<file path="src/rtl/switch_debounce_ctrl_if.sv">
// -----------------------------------------------------------------------------
// switch_debounce_ctrl_if
// Signal bundle between the switch debouncer and its user.
//
// Signals:
//   en        - global debounce enable
//   sw_raw    - raw asynchronous switch levels, bit i = channel i
//   sw_clean  - debounced level per channel
//   sw_rise   - one-cycle pulse when sw_clean[i] goes 0->1
//   sw_fall   - one-cycle pulse when sw_clean[i] goes 1->0
//   busy      - high while any channel is waiting for a level to settle
//   press_cnt - per-channel 8-bit press counter, byte i = channel i
//               (only when SWITCH_DEBOUNCE_CTRL_PRESS_CNT_EN is defined)
//
// Modports:
//   slave  - the debouncer side
//   master - the side that drives en/sw_raw and consumes the results
// -----------------------------------------------------------------------------
interface switch_debounce_ctrl_if #(
    parameter int unsigned N_CH = 4
);
    logic            en;
    logic [N_CH-1:0] sw_raw;
    logic [N_CH-1:0] sw_clean;
    logic [N_CH-1:0] sw_rise;
    logic [N_CH-1:0] sw_fall;
    logic            busy;

`ifdef SWITCH_DEBOUNCE_CTRL_PRESS_CNT_EN
    logic [8*N_CH-1:0] press_cnt;

    modport slave (
        input  en,
        input  sw_raw,
        output sw_clean,
        output sw_rise,
        output sw_fall,
        output busy,
        output press_cnt
    );

    modport master (
        output en,
        output sw_raw,
        input  sw_clean,
        input  sw_rise,
        input  sw_fall,
        input  busy,
        input  press_cnt
    );
`else
    modport slave (
        input  en,
        input  sw_raw,
        output sw_clean,
        output sw_rise,
        output sw_fall,
        output busy
    );

    modport master (
        output en,
        output sw_raw,
        input  sw_clean,
        input  sw_rise,
        input  sw_fall,
        input  busy
    );
`endif

endinterface

</file>
<file path="src/rtl/switch_debounce_ctrl.sv">
// -----------------------------------------------------------------------------
// switch_debounce_ctrl
// Multi-channel switch debouncer. Each raw input is synchronised through two
// flops, then a per-channel FSM accepts a new level only after it has been
// seen on DEBOUNCE_CYC+1 consecutive synchronised samples. Accepted edges
// produce one-cycle rise/fall pulses aligned with the new sw_clean value.
//
// Parameters:
//   N_CH         - number of independent channels (1..8)
//   CNT_W        - width of each channel's stability counter
//   DEBOUNCE_CYC - stable samples beyond the first needed to accept a level
//                  (1..2^CNT_W-1)
//
// Ports:
//   clk - single clock, rising edge
//   rst - asynchronous active-low reset
//   bus - switch_debounce_ctrl_if.slave (en, sw_raw in; sw_clean, sw_rise,
//         sw_fall, busy [, press_cnt] out)
//
// Optional feature:
//   SWITCH_DEBOUNCE_CTRL_PRESS_CNT_EN - adds press_cnt, an 8-bit wrapping
//   count of accepted rising edges per channel.
// -----------------------------------------------------------------------------
module switch_debounce_ctrl #(
    parameter int unsigned N_CH         = 4,
    parameter int unsigned CNT_W        = 16,
    parameter int unsigned DEBOUNCE_CYC = 50
) (
    input  logic                  clk,
    input  logic                  rst,
    switch_debounce_ctrl_if.slave bus
);

    typedef enum logic [1:0] {
        IDLE_LOW  = 2'd0,
        WAIT_HIGH = 2'd1,
        IDLE_HIGH = 2'd2,
        WAIT_LOW  = 2'd3
    } state_t;

    localparam logic [CNT_W-1:0] CNT_MAX = CNT_W'(DEBOUNCE_CYC);
    localparam logic [CNT_W-1:0] CNT_ONE = CNT_W'(1);

    // Two-stage synchroniser; the FSM only ever looks at sync2_q.
    logic [N_CH-1:0] sync1_q;
    logic [N_CH-1:0] sync2_q;

    state_t          state_q [N_CH];
    state_t          state_d [N_CH];
    logic [CNT_W-1:0] cnt_q  [N_CH];
    logic [CNT_W-1:0] cnt_d  [N_CH];
    logic [N_CH-1:0] clean_q;
    logic [N_CH-1:0] clean_d;
    logic [N_CH-1:0] rise_q;
    logic [N_CH-1:0] rise_d;
    logic [N_CH-1:0] fall_q;
    logic [N_CH-1:0] fall_d;
    logic            busy_w;

`ifdef SWITCH_DEBOUNCE_CTRL_PRESS_CNT_EN
    logic [7:0] press_q [N_CH];
`endif

    // Next-state logic for all channels. Disabling forces a waiting channel
    // back to the idle state that matches its current clean level, which
    // takes priority over a simultaneous acceptance.
    always_comb begin
        for (int unsigned i = 0; i < N_CH; i++) begin
            state_d[i] = state_q[i];
            cnt_d[i]   = cnt_q[i];
            clean_d[i] = clean_q[i];
            rise_d[i]  = 1'b0;
            fall_d[i]  = 1'b0;

            case (state_q[i])
                IDLE_LOW: begin
                    if (sync2_q[i] && bus.en) begin
                        state_d[i] = WAIT_HIGH;
                        cnt_d[i]   = CNT_ONE;
                    end else begin
                        cnt_d[i]   = '0;
                    end
                end

                WAIT_HIGH: begin
                    if (!bus.en || !sync2_q[i]) begin
                        state_d[i] = IDLE_LOW;
                        cnt_d[i]   = '0;
                    end else if (cnt_q[i] == CNT_MAX) begin
                        state_d[i] = IDLE_HIGH;
                        cnt_d[i]   = '0;
                        clean_d[i] = 1'b1;
                        rise_d[i]  = 1'b1;
                    end else begin
                        cnt_d[i]   = cnt_q[i] + CNT_ONE;
                    end
                end

                IDLE_HIGH: begin
                    if (!sync2_q[i] && bus.en) begin
                        state_d[i] = WAIT_LOW;
                        cnt_d[i]   = CNT_ONE;
                    end else begin
                        cnt_d[i]   = '0;
                    end
                end

                WAIT_LOW: begin
                    if (!bus.en || sync2_q[i]) begin
                        state_d[i] = IDLE_HIGH;
                        cnt_d[i]   = '0;
                    end else if (cnt_q[i] == CNT_MAX) begin
                        state_d[i] = IDLE_LOW;
                        cnt_d[i]   = '0;
                        clean_d[i] = 1'b0;
                        fall_d[i]  = 1'b1;
                    end else begin
                        cnt_d[i]   = cnt_q[i] + CNT_ONE;
                    end
                end

                default: begin
                    state_d[i] = IDLE_LOW;
                    cnt_d[i]   = '0;
                end
            endcase
        end
    end

    // All channel state and registered outputs.
    always_ff @(posedge clk or negedge rst) begin
        if (!rst) begin
            sync1_q <= '0;
            sync2_q <= '0;
            clean_q <= '0;
            rise_q  <= '0;
            fall_q  <= '0;
            for (int unsigned i = 0; i < N_CH; i++) begin
                state_q[i] <= IDLE_LOW;
                cnt_q[i]   <= '0;
`ifdef SWITCH_DEBOUNCE_CTRL_PRESS_CNT_EN
                press_q[i] <= '0;
`endif
            end
        end else begin
            sync1_q <= bus.sw_raw;
            sync2_q <= sync1_q;
            clean_q <= clean_d;
            rise_q  <= rise_d;
            fall_q  <= fall_d;
            for (int unsigned i = 0; i < N_CH; i++) begin
                state_q[i] <= state_d[i];
                cnt_q[i]   <= cnt_d[i];
`ifdef SWITCH_DEBOUNCE_CTRL_PRESS_CNT_EN
                // Counts in the same cycle the rise pulse becomes visible.
                if (rise_d[i]) begin
                    press_q[i] <= press_q[i] + 8'd1;
                end
`endif
            end
        end
    end

    // busy is decoded straight from the registered states.
    always_comb begin
        busy_w = 1'b0;
        for (int unsigned i = 0; i < N_CH; i++) begin
            if (state_q[i] == WAIT_HIGH || state_q[i] == WAIT_LOW) begin
                busy_w = 1'b1;
            end
        end
    end

    assign bus.sw_clean = clean_q;
    assign bus.sw_rise  = rise_q;
    assign bus.sw_fall  = fall_q;
    assign bus.busy     = busy_w;

`ifdef SWITCH_DEBOUNCE_CTRL_PRESS_CNT_EN
    always_comb begin
        bus.press_cnt = '0;
        for (int unsigned i = 0; i < N_CH; i++) begin
            bus.press_cnt[8*i +: 8] = press_q[i];
        end
    end
`endif

endmodule

</file>
<file path="src/flat_wrapper.sv">
// flat-port wrapper written by rule: the top's interface ports become plain ports
module switch_debounce_ctrl_flat 
#(
    parameter int unsigned N_CH         = 4,
    parameter int unsigned CNT_W        = 16,
    parameter int unsigned DEBOUNCE_CYC = 50
)
  (clk, rst, bus_en, bus_sw_raw, bus_sw_clean, bus_sw_rise, bus_sw_fall, bus_busy);
  switch_debounce_ctrl_if #(.N_CH(N_CH)) bus_i ();
  input  logic clk;
  input  logic rst;
  input wire logic [$bits(bus_i.en)-1:0] bus_en;
  input wire logic [$bits(bus_i.sw_raw)-1:0] bus_sw_raw;
  output wire logic [$bits(bus_i.sw_clean)-1:0] bus_sw_clean;
  output wire logic [$bits(bus_i.sw_rise)-1:0] bus_sw_rise;
  output wire logic [$bits(bus_i.sw_fall)-1:0] bus_sw_fall;
  output wire logic [$bits(bus_i.busy)-1:0] bus_busy;
  assign bus_i.en = bus_en;
  assign bus_i.sw_raw = bus_sw_raw;
  assign bus_sw_clean = bus_i.sw_clean;
  assign bus_sw_rise = bus_i.sw_rise;
  assign bus_sw_fall = bus_i.sw_fall;
  assign bus_busy = bus_i.busy;
  switch_debounce_ctrl #(.N_CH(N_CH), .CNT_W(CNT_W), .DEBOUNCE_CYC(DEBOUNCE_CYC)) u_core (.clk(clk), .rst(rst), .bus(bus_i));
endmodule
</file>
<file path="config.mk">
export PLATFORM = sky130hd
export DESIGN_NAME = switch_debounce_ctrl_flat
export DESIGN_NICKNAME = d
export VERILOG_FILES = /design/src/rtl/switch_debounce_ctrl_if.sv /design/src/rtl/switch_debounce_ctrl.sv /design/src/flat_wrapper.sv
export SDC_FILE = /design/constraint.sdc
export NUM_CORES = 1
export LEC_CHECK = 0
export CORE_MARGIN = 8
export CORE_UTILIZATION = 35
export DETAILED_ROUTE_END_ITERATION = 12
export RECOVER_POWER = 100
export SYNTH_ARGS = -nofsm -noshare
export SYNTH_HDL_FRONTEND = slang
export SYNTH_SLANG_ARGS = --single-unit
</file>
<file path="constraint.sdc">
create_clock -name clk -period 3.1 [get_ports clk]
set_clock_uncertainty 0.15 [all_clocks]
set_input_delay 0.31 -clock clk [delete_from_list [all_inputs] [get_ports clk]]
set_output_delay 0.31 -clock clk [all_outputs]
set_load 0.02 [all_outputs]
</file>
==> summary.txt, run 1 <==
Finish
  – Storage cell area: 2300 um^2
  – Area of the multi-input gates: 1830 um^2
  – Design area: 4880 um^2
  – Number of inserted diodes: 0
  – Layout cells sized above 1: 3.86%
  – Layout Cells excl Fill: 608
  – FILL cells: 1,186
  – Area delta synth->final: 12.8%
  – Layout Nets: 451

Timing
  – Final Hold Vio Count: 0
  – Slew Limit Fails: 0
  – Setup TNS Final: 0 ns
  – RSZ-0062 raised after global routing: no
  – Final worst setup slack: 0.591 ns
  – Period utilisation layout: 80.9%
  – Relative slew slack: 13.9%
  – Fmax: 0.399 GHz
  – Worst-Margin Slew: 1.29 ns
  – Final setup vio count: 0
  – Min Tclk post-route: 2.51 ns
  – Worst hold slack: 0.196 ns

Yosys
  – Seq cells post-synth: 92
  – Synth top cells by count: dfrtp_1, nor2_1, xnor2_1
  – Primary FF master, synth: dfrtp_1
  – Ys async rst share: 100%
  – Seq/Total Area, Yosys: 53.2%
  – Synth top area share: 53.2%
  – Ranking of synthesized cells by area: dfrtp_1, xnor2_1, nor2_1, xor2_1, nand4_1
  – Post-synth EDFFs: 0
  – Cell Area, Synth: 4330 um^2
  – Count leader, synth: dfrtp_1
  – Post-Syn Instances: 416
  – Syn Area/Cell: 10.4 um^2
  – Synthesis Warnings: 0
  – Post-synth top area cell: dfrtp_1
  – Syn nets: 431
  – Netlist cell types: 38

Floorplan
  – Die height: 127 um
  – Initial Utilization: 35.9%
  – Chip Width: 127 um
  – Die ar.: 16,200 um^2
  – Core Region: 12,100 um^2
  – Io pins: 20
  – Rows: 40

Routing
  – Antenna Nets Post-Route: 0
  – Post-Route WL: 8060 um
  – Residual DRC: 0
  – Via Count: 3,004
  – Drt first pass iters: 4
  – DR WL/cell: 13.3 um
  – Drt via density: 4.94
  – Iter 0 DRT Violations: 78

Clock network
  – CTS tree: done
  – CTS H-tree lvls: 3
  – CTS max path bufs: 2
  – Clock slew at reported path FFs: 0.06 ns
  – Root buffer cell: clkbuf_16
  – Post-CTS setup buffer count: 0
  – Num CTS Buffers: 9
  – Clk sinks: 92
  – Clk Latency, worst-skew pair: 0.34 ns

Setup path
  – R2R Path Start: u_core.cnt_q[16]
  – R2R setup slack: 0.75 ns
  – Crit end category: output port
  – CP required: 2.64 ns
  – Setup CP Type: reg -> out
  – Crit-path leading delay family: buffers and inverters
  – Critical Path Source: u_core.state_q[4]
  – Buffers plus inverters on the worst setup path: 1
  – Worst Setup Start Kind: flop
  – CP cell instances: or4_1 -> dlygate4sd3_1
  – CP max stage delay: 0.68 ns
  – Worst endpoint data arrival time: 2.05 ns
  – Critical path fanouts, max: 7
  – Slowest cell on crit path: dlygate4sd3_1

Place
  – Dpl ws: 0.755 ns
  – GP Congestion: 0.821
  – I/O Buffers: 19
  – Placed Area: 4640 um^2
  – DP HPWL: 5510 um
  – Placed cell count: 592

Global route
  – Largest net degree at the start of global routing: 55
  – Vias in the first global route: 2,975
  – Grt ovf: 0
  – Antenna violations before repair: 0
  – GRT Total Usage: 10.7%
  – First-pass GRT wire length: 14,100 um

Run status
  – Outcome: complete, no violations

Pwr
  – Power per standard cell area: 460 nW/um^2
  – Leak pwr: 1.95 nW
  – Max VDD drop: 0.000388 V

Job
  – Number of max-cap violations: 0

Hold path
  – Min-delay src: u_core.sync1_q[1]
  – Min-delay worst type: reg -> reg
[sequential cells by signal (all words and copies together) (netlist names)]
name / flops
u_core.sync2_q: 4
u_core.bus.sw_rise: 4
u_core.state_q: 8
u_core.bus.sw_clean: 4
u_core.bus.sw_fall: 4
u_core.cnt_q: 64
u_core.sync1_q: 4
[cell type report]
class | instances | area share, %
multi-input combinational | 290 | 37.6
clock inverter | 2 | 0.256
clock buffer | 13 | 4.92
inverter | 21 | 1.61
sequential | 92 | 47.1
tap | 168 | 4.30
timing repair buffer | 22 | 4.23
[logic make-up (layout without fill, tap and decap cells)]
family                     Yosys count  in the layout  synth area share [%]
muxes                                3              3                 0.723
buffers and inverters               34             58                  4.45
DFF                                 92             92                  53.2
and+or+nand+nor                    197            197                  24.1
AOI/OAI and AO/OA                   27             27                  4.08
adders and majority gates            8              8                  2.31
xor gates and xnor gates            55             55                  11.1
[cell usage in the layout (no fill, tap or decap), drive strengths merged, types with 8 or more instances in the layout]
cell / netlist / layout
dfrtp: 92 / 92
nor2: 61 / 61
xnor2: 33 / 33
xor2: 22 / 22
nand2: 22 / 22
inv: 21 / 21
nand4: 21 / 21
nand3: 21 / 21
nor4: 20 / 20
dlygate4sd3: 0 / 18
nor3: 15 / 15
clkbuf: 2 / 15
a21oi: 10 / 10
and4: 9 / 9
ha: 8 / 8
[report_power, final]
part	switching [mW]	total, mW	internal, mW
clock	0.425	0.964	0.538
combinational	0.0434	0.0600	0.0166
sequential	0.0130	1.23	1.21
[per-stage QoR]
stage / utilization (%) / total power, mW
detailed placement: 38.5 / 1.31
finish: 40.5 / 2.25
global placement: 38.5 / 1.31
floorplan: - / 1.27
CTS: 40.7 / 2.29
global route: 40.5 / 2.33
[per-layer routing]
layer,vias up,global-route usage [%],part of all wire [%]
met4,0,6.51,1.9
met2,24,17.3,48
li1,1487,-,-
met1,1480,12.9,47
met5,-,0,0
met3,13,2.12,3.1
[worst reg2reg max path, delay by kind of cell (launching register included)]
| family | cells | cell delay (ns) |
|---|---|---|
| fa+ha+maj | 1 | 0.15 |
| buf+inv | 2 | 0.61 |
| flops | 1 | 0.42 |
| simple gates | 4 | 0.88 |
[timing repair]
action,4_1_cts,5_1_grt
hold endpoints to repair,38,0
resized for setup,0,0
hold buffers,1,0
[final timing paths]
kind	cells after the start	endpoint
max reg2reg	7	u_core.cnt_q[24]
min in group asynchronous	2	u_core.cnt_q[5]
max in group asynchronous	3	u_core.sync1_q[2]
min	0	u_core.sync2_q[1]
min reg2reg	0	u_core.sync2_q[1]
max	2	bus_busy
Note: power is estimated with default switching activity, not from simulation.
==> run 2: changes to the inputs <==
==> constraint.sdc (replaced) <==
create_clock -name clk -period 2.5 [get_ports clk]
set_clock_uncertainty 0.15 [all_clocks]
set_input_delay 0.25 -clock clk [delete_from_list [all_inputs] [get_ports clk]]
set_output_delay 0.25 -clock clk [all_outputs]
set_load 0.02 [all_outputs]
==> run 2 against run 1 <==
  * Count of clock-buffer cells in the layout decreased by 3
  * Flip-flop and latch count is the same
  * Combinational power grew 29%
  * Setup slack lost 0.42 ns
  * Non-clock buffer count grew 4
  * Global-route usage increased by 0.053 points
  * Critical endpoint unchanged
  * Critical path type unchanged
==> summary.txt, run 2 (synthesis gave the netlist of run 1 again) <==
Finish
  – Layout cells sized above 1: 5.17%
  – Layout Nets: 455
  – Final core occ: 41.2%
  – Biggest regs: u_core.cnt_q (64), u_core.state_q (8)
  – Most frequent cells in the layout: dfrtp_1, nor2_1, xnor2_1, xor2_1, nand2_1
  – Number of inserted diodes: 0
  – Storage cell area: 2300 um^2
  – Area of the multi-input gates: 1830 um^2
  – Biggest register: u_core.cnt_q
  – FILL cells: 1,160
  – Max FFs per register: 64
  – Area delta synth->final: 14.7%
  – Most common cell after layout, fill and taps aside: dfrtp_1

Setup path
  – R2R setup slack: 0.33 ns
  – Worst Setup Start Kind: flop
  – Worst endpoint data arrival time: 1.93 ns
  – Setup CP Type: reg -> out
  – CP required: 2.10 ns
  – R2R Path Start: u_core.cnt_q[0]
  – R2R depth: 6
  – R2R Path End: u_core.cnt_q[10]
  – Crit end category: output port
  – Critical path fanouts, max: 7

Clock network
  – Num CTS Buffers: 9
  – Clk sinks: 92
  – CTS H-tree lvls: 3
  – Clk Latency, worst-skew pair: 0.34 ns
  – CTS max path bufs: 2
  – Root buffer cell: clkbuf_16
  – Cts hold-fix bufs: 1
  – # resized after CTS: 0
  – CTS tree: done
  – Clock slew at reported path FFs: 0.06 ns
  – Post-CTS setup buffer count: 0

Global route
  – Antenna violations before repair: 0
  – GRT Total Usage: 10.7%
  – Largest net degree at the start of global routing: 47
  – Vias in the first global route: 3,151
  – First-pass GRT wire length: 14,600 um
  – Grt ovf: 0

Hold path
  – Min-delay src: u_core.sync1_q[1]
  – Hold-critical path depth: 0
  – WHS Endpoint: u_core.sync2_q[1]
  – Min-delay worst type: reg -> reg

Routing
  – DR WL/cell: 13.1 um
  – Residual DRC: 0
  – Drt via density: 4.90
  – Drt first pass iters: 4
  – Via Count: 3,003
  – Iter 0 DRT Violations: 60
  – Post-Route WL: 8020 um
  – Antenna Nets Post-Route: 0

Timing
  – Final setup vio count: 0
  – Period utilisation layout: 93.1%
  – Final Hold Vio Count: 0
  – RSZ-0062 raised after global routing: no
  – Min Tclk post-route: 2.33 ns
  – Fmax: 0.430 GHz
  – Setup TNS Final: 0 ns
  – Worst-Margin Slew: 1.13 ns
  – Slew Limit Fails: 0
  – Relative slew slack: 24.4%

Pwr
  – Power per standard cell area: 611 nW/um^2
  – Max VDD drop: 0.000289 V
  – Leak pwr: 2.00 nW

Floorplan
  – Io pins: 20
  – Die height: 127 um
  – Core Region: 12,100 um^2
  – Rows: 40
  – Initial Utilization: 35.9%
  – Chip Width: 127 um
  – Die ar.: 16,200 um^2

Place
  – DP HPWL: 5460 um
  – GP Congestion: 0.798
  – I/O Buffers: 19

Run status
  – Outcome: complete, no violations

Job
  – Number of max-cap violations: 0
[run 2: final cells by class]
cell class,count,share of cell area (%)
tap,168,4.23
timing repair buffer,26,4.51
multi-input combinational,290,36.9
inverter,21,1.59
clock buffer,10,4.61
sequential,92,46.4
clock inverter,6,1.76
[run 2: metal layers]
metal	up-vias	part of all wire [%]	track usage (%)
li1	1502	-	-
met1	1468	47	13.2
met2	22	48	17.8
met3	11	2.9	2.58
met4	0	1.7	4.34
met5	-	0	0
[run 2: critical path: stages, from the launching register on]
cell and delay [ns]:
dfrtp_1 0.43, or4_1 0.59, clkdlybuf4s50_1 0.57
[run 2: worst max path at each step]
stage,start,to,slack [ns],cells after the start
3_3_place_gp,u_core.cnt_q[0],u_core.cnt_q[12],0.40,6
6_report,u_core.state_q[4],bus_busy,0.17,2
2_1_floorplan,u_core.cnt_q[0],u_core.cnt_q[11],0.51,9
3_5_place_dp,u_core.cnt_q[0],u_core.cnt_q[10],0.31,6
5_1_grt,u_core.state_q[4],bus_busy,0.10,2
4_1_cts,u_core.state_q[6],bus_busy,0.15,2
[run 2: through the flow]
| stage | instances | setup WS [ns] | cell area, um^2 | hold WS (ns) | power, mW |
|---|---|---|---|---|---|
| 3_3_place_gp | 596 | 0.400 | 4670 | 0.148 | 1.63 |
| 3_5_place_dp | 596 | 0.306 | 4670 | 0.148 | 1.63 |
| 5_1_grt | 613 | 0.102 | 4970 | 0.209 | 3.14 |
| 2_1_floorplan | 416 | 0.513 | 4330 | -0.196 | 1.58 |
| 4_1_cts | 613 | 0.152 | 5000 | 0.190 | 3.08 |
| 6_report | 613 | 0.172 | 4970 | 0.202 | 3.03 |
[run 2: where the power goes]
| group | switching (mW) | total (mW) | leakage, nW | internal (mW) |
|---|---|---|---|---|
| registers | 0.0167 | 1.52 | 1.23 | 1.50 |
| logic | 0.0545 | 0.0772 | 0.608 | 0.0227 |
| clock network | 0.558 | 1.44 | 0.157 | 0.878 |
